File: src/rtl/store_buffer.sv
// store_buffer: in-order store buffer sitting between dispatch/LSU execute and
// data memory. Stores take a slot at dispatch, get operands at execute, are
// committed by the ROB in order, then drained to memory through req/ack.
// Uncommitted stores are squashed on mispredict using the ROB flush mask.
//
// Build option: define STORE_FWD_EN to enable store-to-load forwarding.
// Without it, any word-address hit on an executed store only stalls the load.
module store_buffer #(
    parameter int DEPTH     = 4,
    parameter int ROB_IDX_W = 3
) (
    input  logic                       clk,
    input  logic                       rst,
    input  logic                       alloc_valid,
    input  logic [ROB_IDX_W-1:0]       alloc_rob_idx,
    output logic                       alloc_ready,
    output logic [$clog2(DEPTH)-1:0]   alloc_sb_idx,
    input  logic                       ex_valid,
    input  logic [$clog2(DEPTH)-1:0]   ex_sb_idx,
    input  logic [31:0]                ex_addr,
    input  logic [31:0]                ex_data,
    input  logic [3:0]                 ex_strb,
    input  logic                       st_commit,
    input  logic                       mispredict,
    input  logic [(2**ROB_IDX_W)-1:0]  flush_mask,
    output logic                       mem_req,
    output logic [31:0]                mem_addr,
    output logic [31:0]                mem_wdata,
    output logic [3:0]                 mem_strb,
    input  logic                       mem_ack,
    input  logic                       ld_valid,
    input  logic [31:0]                ld_addr,
    input  logic [3:0]                 ld_strb,
    output logic                       fwd_hit,
    output logic [31:0]                fwd_data,
    output logic                       fwd_stall,
    output logic                       empty
);

    localparam int IDX_W = $clog2(DEPTH);
    localparam int PTR_W = IDX_W + 1;

    // Per-slot storage
    logic                 r_valid [DEPTH];
    logic                 r_exec  [DEPTH];
    logic                 r_comm  [DEPTH];
    logic [ROB_IDX_W-1:0] r_rob   [DEPTH];
    logic [31:0]          r_addr  [DEPTH];
    logic [31:0]          r_data  [DEPTH];
    logic [3:0]           r_strb  [DEPTH];

    // Pointers carry a wrap bit above the slot index
    logic [PTR_W-1:0] r_head;
    logic [PTR_W-1:0] r_cptr;
    logic [PTR_W-1:0] r_tail;

    logic [IDX_W-1:0] w_head_idx;
    logic [IDX_W-1:0] w_cptr_idx;
    logic [IDX_W-1:0] w_tail_idx;
    logic             w_full;
    logic             w_alloc_fire;
    logic             w_commit_fire;
    logic             w_drain;
    logic [PTR_W-1:0] w_cptr_eff;
    logic [PTR_W-1:0] w_unc_cnt;
    logic [IDX_W-1:0] w_off [DEPTH];
    logic [DEPTH-1:0] w_in_scan;
    logic [DEPTH-1:0] w_match;
    logic [DEPTH-1:0] w_kill;
    logic             w_flush_hit;
    logic [IDX_W-1:0] w_flush_off;
    logic             w_flush_take;
    logic [PTR_W-1:0] w_tail_next;
    logic             w_unused_bits;

    assign w_head_idx = r_head[IDX_W-1:0];
    assign w_cptr_idx = r_cptr[IDX_W-1:0];
    assign w_tail_idx = r_tail[IDX_W-1:0];

    assign w_full      = (w_head_idx == w_tail_idx) && (r_head[IDX_W] != r_tail[IDX_W]);
    assign empty       = (r_head == r_tail);
    assign alloc_ready = !w_full;
    assign alloc_sb_idx = w_tail_idx;

    // A mispredict suppresses allocation in the same cycle
    assign w_alloc_fire  = alloc_valid && alloc_ready && !mispredict;
    assign w_commit_fire = st_commit && (r_cptr != r_tail);

    // Drain straight from the head slot; fields stay put until acked
    assign mem_req   = r_valid[w_head_idx] && r_comm[w_head_idx] && r_exec[w_head_idx];
    assign mem_addr  = r_addr[w_head_idx];
    assign mem_wdata = r_data[w_head_idx];
    assign mem_strb  = r_strb[w_head_idx];
    assign w_drain   = mem_req && mem_ack;

    // Commit lands before the flush scan, so the scan starts past it
    assign w_cptr_eff = r_cptr + PTR_W'(w_commit_fire);
    assign w_unc_cnt  = r_tail - w_cptr_eff;

    genvar gi;
    generate
        for (gi = 0; gi < DEPTH; gi++) begin : g_scan
            // Distance of this slot from the first flushable slot
            assign w_off[gi]     = IDX_W'(gi) - w_cptr_eff[IDX_W-1:0];
            assign w_in_scan[gi] = ({1'b0, w_off[gi]} < w_unc_cnt);
            assign w_match[gi]   = w_in_scan[gi] && r_valid[gi] && !r_comm[gi]
                                   && flush_mask[r_rob[gi]];
            assign w_kill[gi]    = w_flush_take && w_in_scan[gi] && (w_off[gi] >= w_flush_off);
        end
    endgenerate

    // Oldest squashed store in the uncommitted region sets the new tail
    always_comb begin
        w_flush_hit = 1'b0;
        w_flush_off = '0;
        for (int s = 0; s < DEPTH; s++) begin
            if (w_match[s] && (!w_flush_hit || (w_off[s] < w_flush_off))) begin
                w_flush_hit = 1'b1;
                w_flush_off = w_off[s];
            end
        end
    end

    assign w_flush_take = mispredict && w_flush_hit;
    assign w_tail_next  = w_flush_take ? (w_cptr_eff + PTR_W'(w_flush_off))
                                       : (r_tail + PTR_W'(w_alloc_fire));

    // Pointer registers
    always_ff @(posedge clk or posedge rst) begin
        if (rst) begin
            r_head <= '0;
            r_cptr <= '0;
            r_tail <= '0;
        end else begin
            r_head <= r_head + PTR_W'(w_drain);
            r_cptr <= w_cptr_eff;
            r_tail <= w_tail_next;
        end
    end

    generate
        for (gi = 0; gi < DEPTH; gi++) begin : g_slot
            // Slot state: drain and squash clear it; alloc, execute and commit fill it
            always_ff @(posedge clk or posedge rst) begin
                if (rst) begin
                    r_valid[gi] <= 1'b0;
                    r_exec[gi]  <= 1'b0;
                    r_comm[gi]  <= 1'b0;
                    r_rob[gi]   <= '0;
                    r_addr[gi]  <= '0;
                    r_data[gi]  <= '0;
                    r_strb[gi]  <= '0;
                end else if ((w_drain && (w_head_idx == IDX_W'(gi))) || w_kill[gi]) begin
                    r_valid[gi] <= 1'b0;
                    r_exec[gi]  <= 1'b0;
                    r_comm[gi]  <= 1'b0;
                    r_rob[gi]   <= '0;
                    r_addr[gi]  <= '0;
                    r_data[gi]  <= '0;
                    r_strb[gi]  <= '0;
                end else begin
                    if (w_alloc_fire && (w_tail_idx == IDX_W'(gi))) begin
                        r_valid[gi] <= 1'b1;
                        r_exec[gi]  <= 1'b0;
                        r_comm[gi]  <= 1'b0;
                        r_rob[gi]   <= alloc_rob_idx;
                    end
                    if (ex_valid && (ex_sb_idx == IDX_W'(gi)) && r_valid[gi]) begin
                        r_exec[gi] <= 1'b1;
                        r_addr[gi] <= ex_addr;
                        r_data[gi] <= ex_data;
                        r_strb[gi] <= ex_strb;
                    end
                    if (w_commit_fire && (w_cptr_idx == IDX_W'(gi))) begin
                        r_comm[gi] <= 1'b1;
                    end
                end
            end
        end
    endgenerate

    // Word-address hit against executed stores
    logic [DEPTH-1:0] w_word_match;
    generate
        for (gi = 0; gi < DEPTH; gi++) begin : g_word
            assign w_word_match[gi] = r_valid[gi] && r_exec[gi]
                                      && (r_addr[gi][31:2] == ld_addr[31:2]);
        end
    endgenerate

`ifdef STORE_FWD_EN
    logic [DEPTH-1:0] w_fwd_cand;
    logic [IDX_W-1:0] w_age [DEPTH];
    logic             w_fwd_found;
    logic [IDX_W-1:0] w_fwd_age;
    logic [IDX_W-1:0] w_fwd_sel;
    logic             w_fwd_cover;

    generate
        for (gi = 0; gi < DEPTH; gi++) begin : g_fwd
            // Age measured from head: larger means younger
            assign w_age[gi]      = IDX_W'(gi) - w_head_idx;
            assign w_fwd_cand[gi] = w_word_match[gi] && ((r_strb[gi] & ld_strb) != 4'h0);
        end
    endgenerate

    // Pick the youngest overlapping store
    always_comb begin
        w_fwd_found = 1'b0;
        w_fwd_age   = '0;
        w_fwd_sel   = '0;
        for (int s = 0; s < DEPTH; s++) begin
            if (w_fwd_cand[s] && (!w_fwd_found || (w_age[s] > w_fwd_age))) begin
                w_fwd_found = 1'b1;
                w_fwd_age   = w_age[s];
                w_fwd_sel   = IDX_W'(s);
            end
        end
    end

    assign w_fwd_cover = ((r_strb[w_fwd_sel] & ld_strb) == ld_strb);
    assign fwd_hit     = ld_valid && w_fwd_found && w_fwd_cover;
    assign fwd_stall   = ld_valid && w_fwd_found && !w_fwd_cover;
    assign fwd_data    = fwd_hit ? r_data[w_fwd_sel] : 32'h0;
`else
    assign fwd_hit   = 1'b0;
    assign fwd_data  = 32'h0;
    assign fwd_stall = ld_valid && (|w_word_match);
`endif

    // Byte offset of the load address never participates in matching
    assign w_unused_bits = ^{ld_addr[1:0], ld_strb};

endmodule

File: config.mk
export PLATFORM = sky130hd
export DESIGN_NAME = store_buffer
export DESIGN_NICKNAME = d
export VERILOG_FILES = /design/src/rtl/store_buffer.sv
export SDC_FILE = /design/constraint.sdc
export NUM_CORES = 1
export LEC_CHECK = 0
export BUFFER_PORTS_ARGS = -buffer_cell sky130_fd_sc_hd__buf_4
export CAP_MARGIN = 10
export CORE_ASPECT_RATIO = 0.7
export CORE_MARGIN = 8
export CORE_UTILIZATION = 53
export CTS_CLUSTER_SIZE = 12
export DETAILED_ROUTE_END_ITERATION = 8
export PLACE_DENSITY = 0.81
export SYNTH_ARGS = -nofsm -noshare
export SYNTH_HDL_FRONTEND = slang
export SYNTH_SLANG_ARGS = --single-unit
File: constraint.sdc
create_clock -name clk -period 8.6 [get_ports clk]
set_clock_uncertainty 0.1 [all_clocks]
set_input_delay 0 -clock clk [delete_from_list [all_inputs] [get_ports clk]]
set_output_delay 0 -clock clk [all_outputs]
set_load 0.02 [all_outputs]
* Word level (Yosys, flattened, before mapping)
Cells that the tools add are included.
** Operators by class
- $add $sub $neg :: 9
- Magnitude comparators :: 16
- Equality and inequality tests :: 20
- Mux-type cells :: 95
- Bitwise gates (word level) :: 1
- Reductions and logical operators :: 97
** Operator list (count)
- $mux W32 :: 20
- $bmux W32 S2 :: 2
- $eq A30 B30 Y1 :: 4
- $logic_and A1 B1 Y1 :: 60
- $mux W1 :: 42
- $mux W4 :: 10
- $mux W3 :: 9
- $reduce_bool A3 Y1 :: 8
- $eq A2 B2 Y1 const B :: 8
- $lt A3 B4 Y1 const B :: 4
- $reduce_bool A2 Y1 :: 8
- $bmux W1 S3 :: 4
- $lt A2 B3 Y1 :: 4
- $add A3 B1 Y3 :: 3
- $logic_not A1 Y1 :: 9
- $bmux W4 S2 :: 1
- $eq A2 B1 Y1 const B :: 4
- $ge A2 B2 Y1 :: 4
- $logic_not A2 Y1 :: 4
- $mux W2 :: 4
- $logic_or A1 B1 Y1 :: 7
- $bmux W1 S2 :: 3
- $lt A2 B2 Y1 :: 3
- $reduce_or A4 Y1 :: 1
- 10 further kinds :: 12
** Storage, ports and cells
- Register bits after elaboration :: 305
- Input port bits :: 125
- Output and inout bits :: 107
- Logic and storage cells :: 269

* Logic depth before layout (Yosys ltp)
- Depth in word-level cells :: 26
- Mapped depth :: 33
- Depth with buffers taken out :: 28

* Worst setup path after synthesis
No wires, ideal clock.
- Path kind :: register to register
- Start :: register r_tail[1]
- End :: register r_valid[0] (netlist name)
- Library setup time :: 130 ps
- Arrival :: 6817 ps
- Required time :: 8370 ps
- Setup slack :: 1552 ps
- Cell stages (with the launch flop) :: 34
- Buffers on the path :: 5
- Clock period less this slack :: 7048 ps
- Cell sequence :: dfrtp_1 clkbuf_1 xor2_1 o31a_1 ha_1 ha_1 clkbuf_1 xnor2_1 ha_1 inv_1 ha_1 inv_1 a21oi_1 nor3_2 or2_1 clkbuf_2 o21ai_0 a21oi_1 ha_1 nor4b_1 a211oi_1 a211oi_1 ha_1 nor2_1 a31oi_1 a21oi_1 mux2i_1 ha_1 fa_1 a21boi_0 o32ai_2 buf_4 buf_6 a21oi_1
** Between the ends
- Cells in the longest elaborated chain, start to end :: 26
- Elaborated cells on any way between the ends :: 58
- Those cells by class :: add/sub (6); order compare (8); eq/ne (3); mux (9); reduce/logical (32)
** Ends and longest elaborated chain
- start: declaration :: line 55 : logic [PTR_W-1:0] r_tail;
- start signal: assignment :: line 137 : r_tail <= w_tail_next;
- $ne A3 B3 Y1 (*) :: line 87 : assign w_commit_fire = st_commit && (r_cptr != r_tail);
- $logic_and A1 B1 Y1 (*) :: line 87
- $add A3 B1 Y3 (*) :: line 97 : assign w_cptr_eff = r_cptr + PTR_W'(w_commit_fire);
- named net w_cptr_eff[1] :: line 64 : logic [PTR_W-1:0] w_cptr_eff;
- branches (longest 20 deep; another with $sub A3 B3 Y3)
- $logic_and A1 B1 Y1 (*) :: line 108 : assign w_kill[gi] = w_flush_take && w_in_scan[gi] && (w_off[gi] >= w_flush_off);
- $logic_or A1 B1 Y1 (*) :: line 153 : end else if ((w_drain && (w_head_idx == IDX_W'(gi))) || w_kill[gi]) begin
- $mux W1 or $reduce_bool A2 Y1 (tied branches)
- end signal: indexed assignment :: line 146 : r_valid[gi] <= 1'b0;
- end signal: indexed assignment :: line 154 : r_valid[gi] <= 1'b0;
- end signal: indexed assignment :: line 163 : r_valid[gi] <= 1'b1;
- end: declaration :: line 44 : logic r_valid [DEPTH];
Mark *: on every way through the listed nets, which the timed path passes.
A chain may end at the register's enable or synchronous reset.

* Worst setup path after layout
- Start :: register r_tail[1]
- End :: register r_data[23] (netlist name)
** Between the ends
- Cells in the longest elaborated chain, start to end :: 26
- Elaborated cells on any way between the ends :: 51
- Those cells by class :: add/sub (6); order compare (8); eq/ne (1); mux (9); reduce/logical (27)
** Ends and longest elaborated chain
- $ne A3 B3 Y1 (*) :: line 87
- $logic_and A1 B1 Y1 (*) :: line 87
- $add A3 B1 Y3 (*) :: line 97
- named net w_cptr_eff[1] :: line 64
- branches (longest 20 deep; another with $sub A3 B3 Y3)
- $logic_and A1 B1 Y1 (*) :: line 108
- $logic_or A1 B1 Y1 (*) :: line 153
- $mux W32 or $reduce_bool A2 Y1 (tied branches)
- end signal: indexed assignment :: line 171 : r_data[gi] <= ex_data;
- end: declaration :: line 49 : logic [31:0] r_data [DEPTH];
Marks and branches as above.

==> impl_metrics.yaml <==
run_status:
  status: "finished clean"
timing:
  hold_viol_final: 0
  fmax_mhz: 128
  min_period_ns: 7.84
  rsz0062_at_grt: "no"
  period_share_pct: 91.2
  tns_ns: 0
  setup_viol: 0
  holdWs_ns: 0.0119
  worstMarginPinSlew_ns: 1.21
  slew_viol_final: 0
  slew_headroom_pct: 19.0
grt:
  grt-ovfl-total: 0
  grt_pass1_vias: 14700
  track_usage_pct: 27.9
  grt_first_pass_wirelength_um: 81600
  antenna_found_initial: 4
  grt_max_degree: 186
route:
  drt_wl_total_um: 52400
  antenna_left: 0
  first_pass_iters: 6
  viasPerCell: 6.00
  post-route-drc-count: 0
  vias: 14300
  wl_per_cell_um: 22.0
  drtIter0Drc: 1776
floorplanning:
  coreArea_sq_mm: 0.0308
  num_rows: 54
  io_pins: 232
  start_util_pct: 53.2
  die_y_um: 163
  die_w_um: 226
  dieArea_sq_mm: 0.0369
synthesis:
  syn_area_sq_mm: 0.0164
  ys_ff_latch: 305
  synth_top_area_share_pct: 46.6
  yosysUniqueCellTypes: 62
  ys_top_cells_by_count: "566 x nand2_1, 305 x dfrtp_1, 294 x a21oi_1"
  syn_area_per_cell_sq_um: 9.42
  synth-edff-count: 0
  synth_most_common_cell: "nand2_1"
  ys_seq_area_share_pct: 46.6
  synth.area.top_cells: "dfrtp_1 47%, nand2_1 13%, mux4_2 9.8%"
  synthCells: 1741
  async_flop_share_pct: 100
  synth_top_cell_by_area: "dfrtp_1"
  synth_ff_type: "dfrtp_1"
  yosys_warnings: 0
clock_tree:
  htree_levels: 1
  cts_tree: "done"
  insertion_delay_ns: 0.57
  path_clk_slew_ns: 0.06
  cts_buffers: 31
  cts_buffer_depth: 3
  numClockSinks: 305
  postCtsSetupBuffers: 0
  clock-root-buffer: "clkbuf_16"
setup_path:
  rr_worst_depth: 30
  crit_required_ns: 8.92
  critical_path_class: "reg2reg"
  cp-startpoint: "r_tail[1]"
  crit_fanout: 74
  r2r_slack_ns: 0.76
  cp_slowest_cell: "dfrtp_1"
  r2r-start: "r_tail[1]"
  endpoint_kind: "register"
  crit_end: "r_data[23]"
  cpPeakStageDelay_ns: 0.54
  start_kind: "register"
  crit_top_cell: "ha_1"
  critPathArrivalTime_ns: 8.17
  reg2reg_to: "r_data[23]"
final_layout:
  post-route-util_pct: 63.8
  layout-drive-gt1-share_pct: 17.8
  nNetsFinal: 2087
  syn2layout_area_growth_pct: 20.0
place:
  portBuffers: 192
  place_congestion: 0.971
  dp_hpwl_um: 32300
power_and_ir_drop:
  power_density_mw_per_mm2: 383
  ir_drop_uv: 443
  power.leakage_nw: 8.67
worst_hold_path:
  hold_path.class: "in2async"
run:
  maxCapViolations: 0
[per-layer routing]
metal  wire length (um)  track usage [%]  vias up
met2              24900             45.1      924
met5                  0                0        -
met1              19800             36.2     7031
met3               6280             7.52      129
li1                   -                -     6213
met4               1480             9.66        0
[sequential cells by signal (all words and copies together), names as in the netlist]
| signal | flops |
|---|---|
| r_cptr | 3 |
| r_rob | 12 |
| r_addr | 128 |
| r_exec | 4 |
| r_strb | 16 |
| r_valid | 4 |
| r_tail | 3 |
| r_head | 3 |
| r_data | 128 |
| r_comm | 4 |
[cells by family after synthesis]
family | Yosys count | share of synthesized area, %
simple gates | 685 | 17.1
compound gates | 331 | 10.9
flops | 305 | 46.6
buf+inv | 173 | 5.48
xor+xnor | 132 | 7.14
mux | 94 | 11.2
fa+ha+maj | 20 | 1.62
other cells | 1 | 0.0229
[worst min-delay path by stage]
| stage | endpoint | slack (ns) | cells after the start |
|---|---|---|---|
| finish | r_rob[1] | 0.01 | 3 |
| global route | r_valid[3] | 0.1 | 5 |
| CTS | r_rob[7] | 0.03 | 7 |
| detailed placement | r_rob[1] | 0.12 | 2 |
| global placement | r_rob[0] | 0.11 | 2 |
| floorplan | r_addr[0] | 0.03 | 2 |
[repair_timing]
action,CTS,global route
hold buffers,82,0
resized for setup,0,1
hold endpoints to repair,412,0
endpoints found under the setup margin,0,9
[stage by stage]
stage | power, mW | setup slack (ns) | cell area (sq um) | cells
final | 7.53 | 0.757 | 19700 | 2381
after global routing | 7.93 | 0.206 | 19700 | 2381
after detailed placement | 6.18 | 0.681 | 17900 | 2247
after floorplan | 4.96 | 0.0690 | 16500 | 1773
after CTS | 7.49 | 0.672 | 19700 | 2377
after global placement | 6.06 | 0.810 | 17900 | 2247
[placed cells by master, fill, tap and decap left out, types with 3 or more instances in the layout]
cell	netlist	routed
a21oi_1	294	294
a32oi_1	3	3
nor2_1	31	30
o22ai_1	3	3
mux4_2	71	71
diode_2	0	4
nand4_1	19	19
mux2_2	5	5
buf_12	0	4
xor2_1	69	69
nand3b_1	6	6
clkbuf_8	0	6
nor3_1	5	4
nor4_1	20	20
clkbuf_1	81	7
clkbuf_16	0	31
dfrtp_1	305	303
nor2b_1	3	3
ha_1	18	18
nand3_1	10	9
o21ai_0	3	3
xnor2_1	62	62
inv_1	16	15
nor3_2	2	3
a211oi_1	3	3
buf_4	50	207
nand2_1	566	566
conb_1	1	33
mux2i_1	18	18
nor3b_1	4	3
nand2b_1	7	7
dlygate4sd3_1	0	82
[where the power goes]
part | switching [mW] | total (mW) | internal, mW
Combinational | 2.46 | 3.95 | 1.49
Sequential | 0.409 | 2.32 | 1.91
Clock | 0.562 | 1.27 | 0.704
Total | 3.43 | 7.53 | 4.10
[critical path: cells and delay by family (launching register included)]
family	cells	cell delay, ns
compound gates	11	2.17
xor+xnor	2	0.36
fa+ha+maj	8	2.42
buf+inv	4	0.76
flops	1	0.54
mux	1	0.18
simple gates	4	1.13
[final cells by class]
cell class	instances	area [sq um]
fill	2491	11100
clock buffer	44	885
inverter	16	67.6
tap	420	526
timing repair buffer	293	2450
clock inverter	4	27.5
multi-input combinational	1295	8060
antenna	4	10.0
sequential	305	7640
Power figures use the tool's default switching activity.
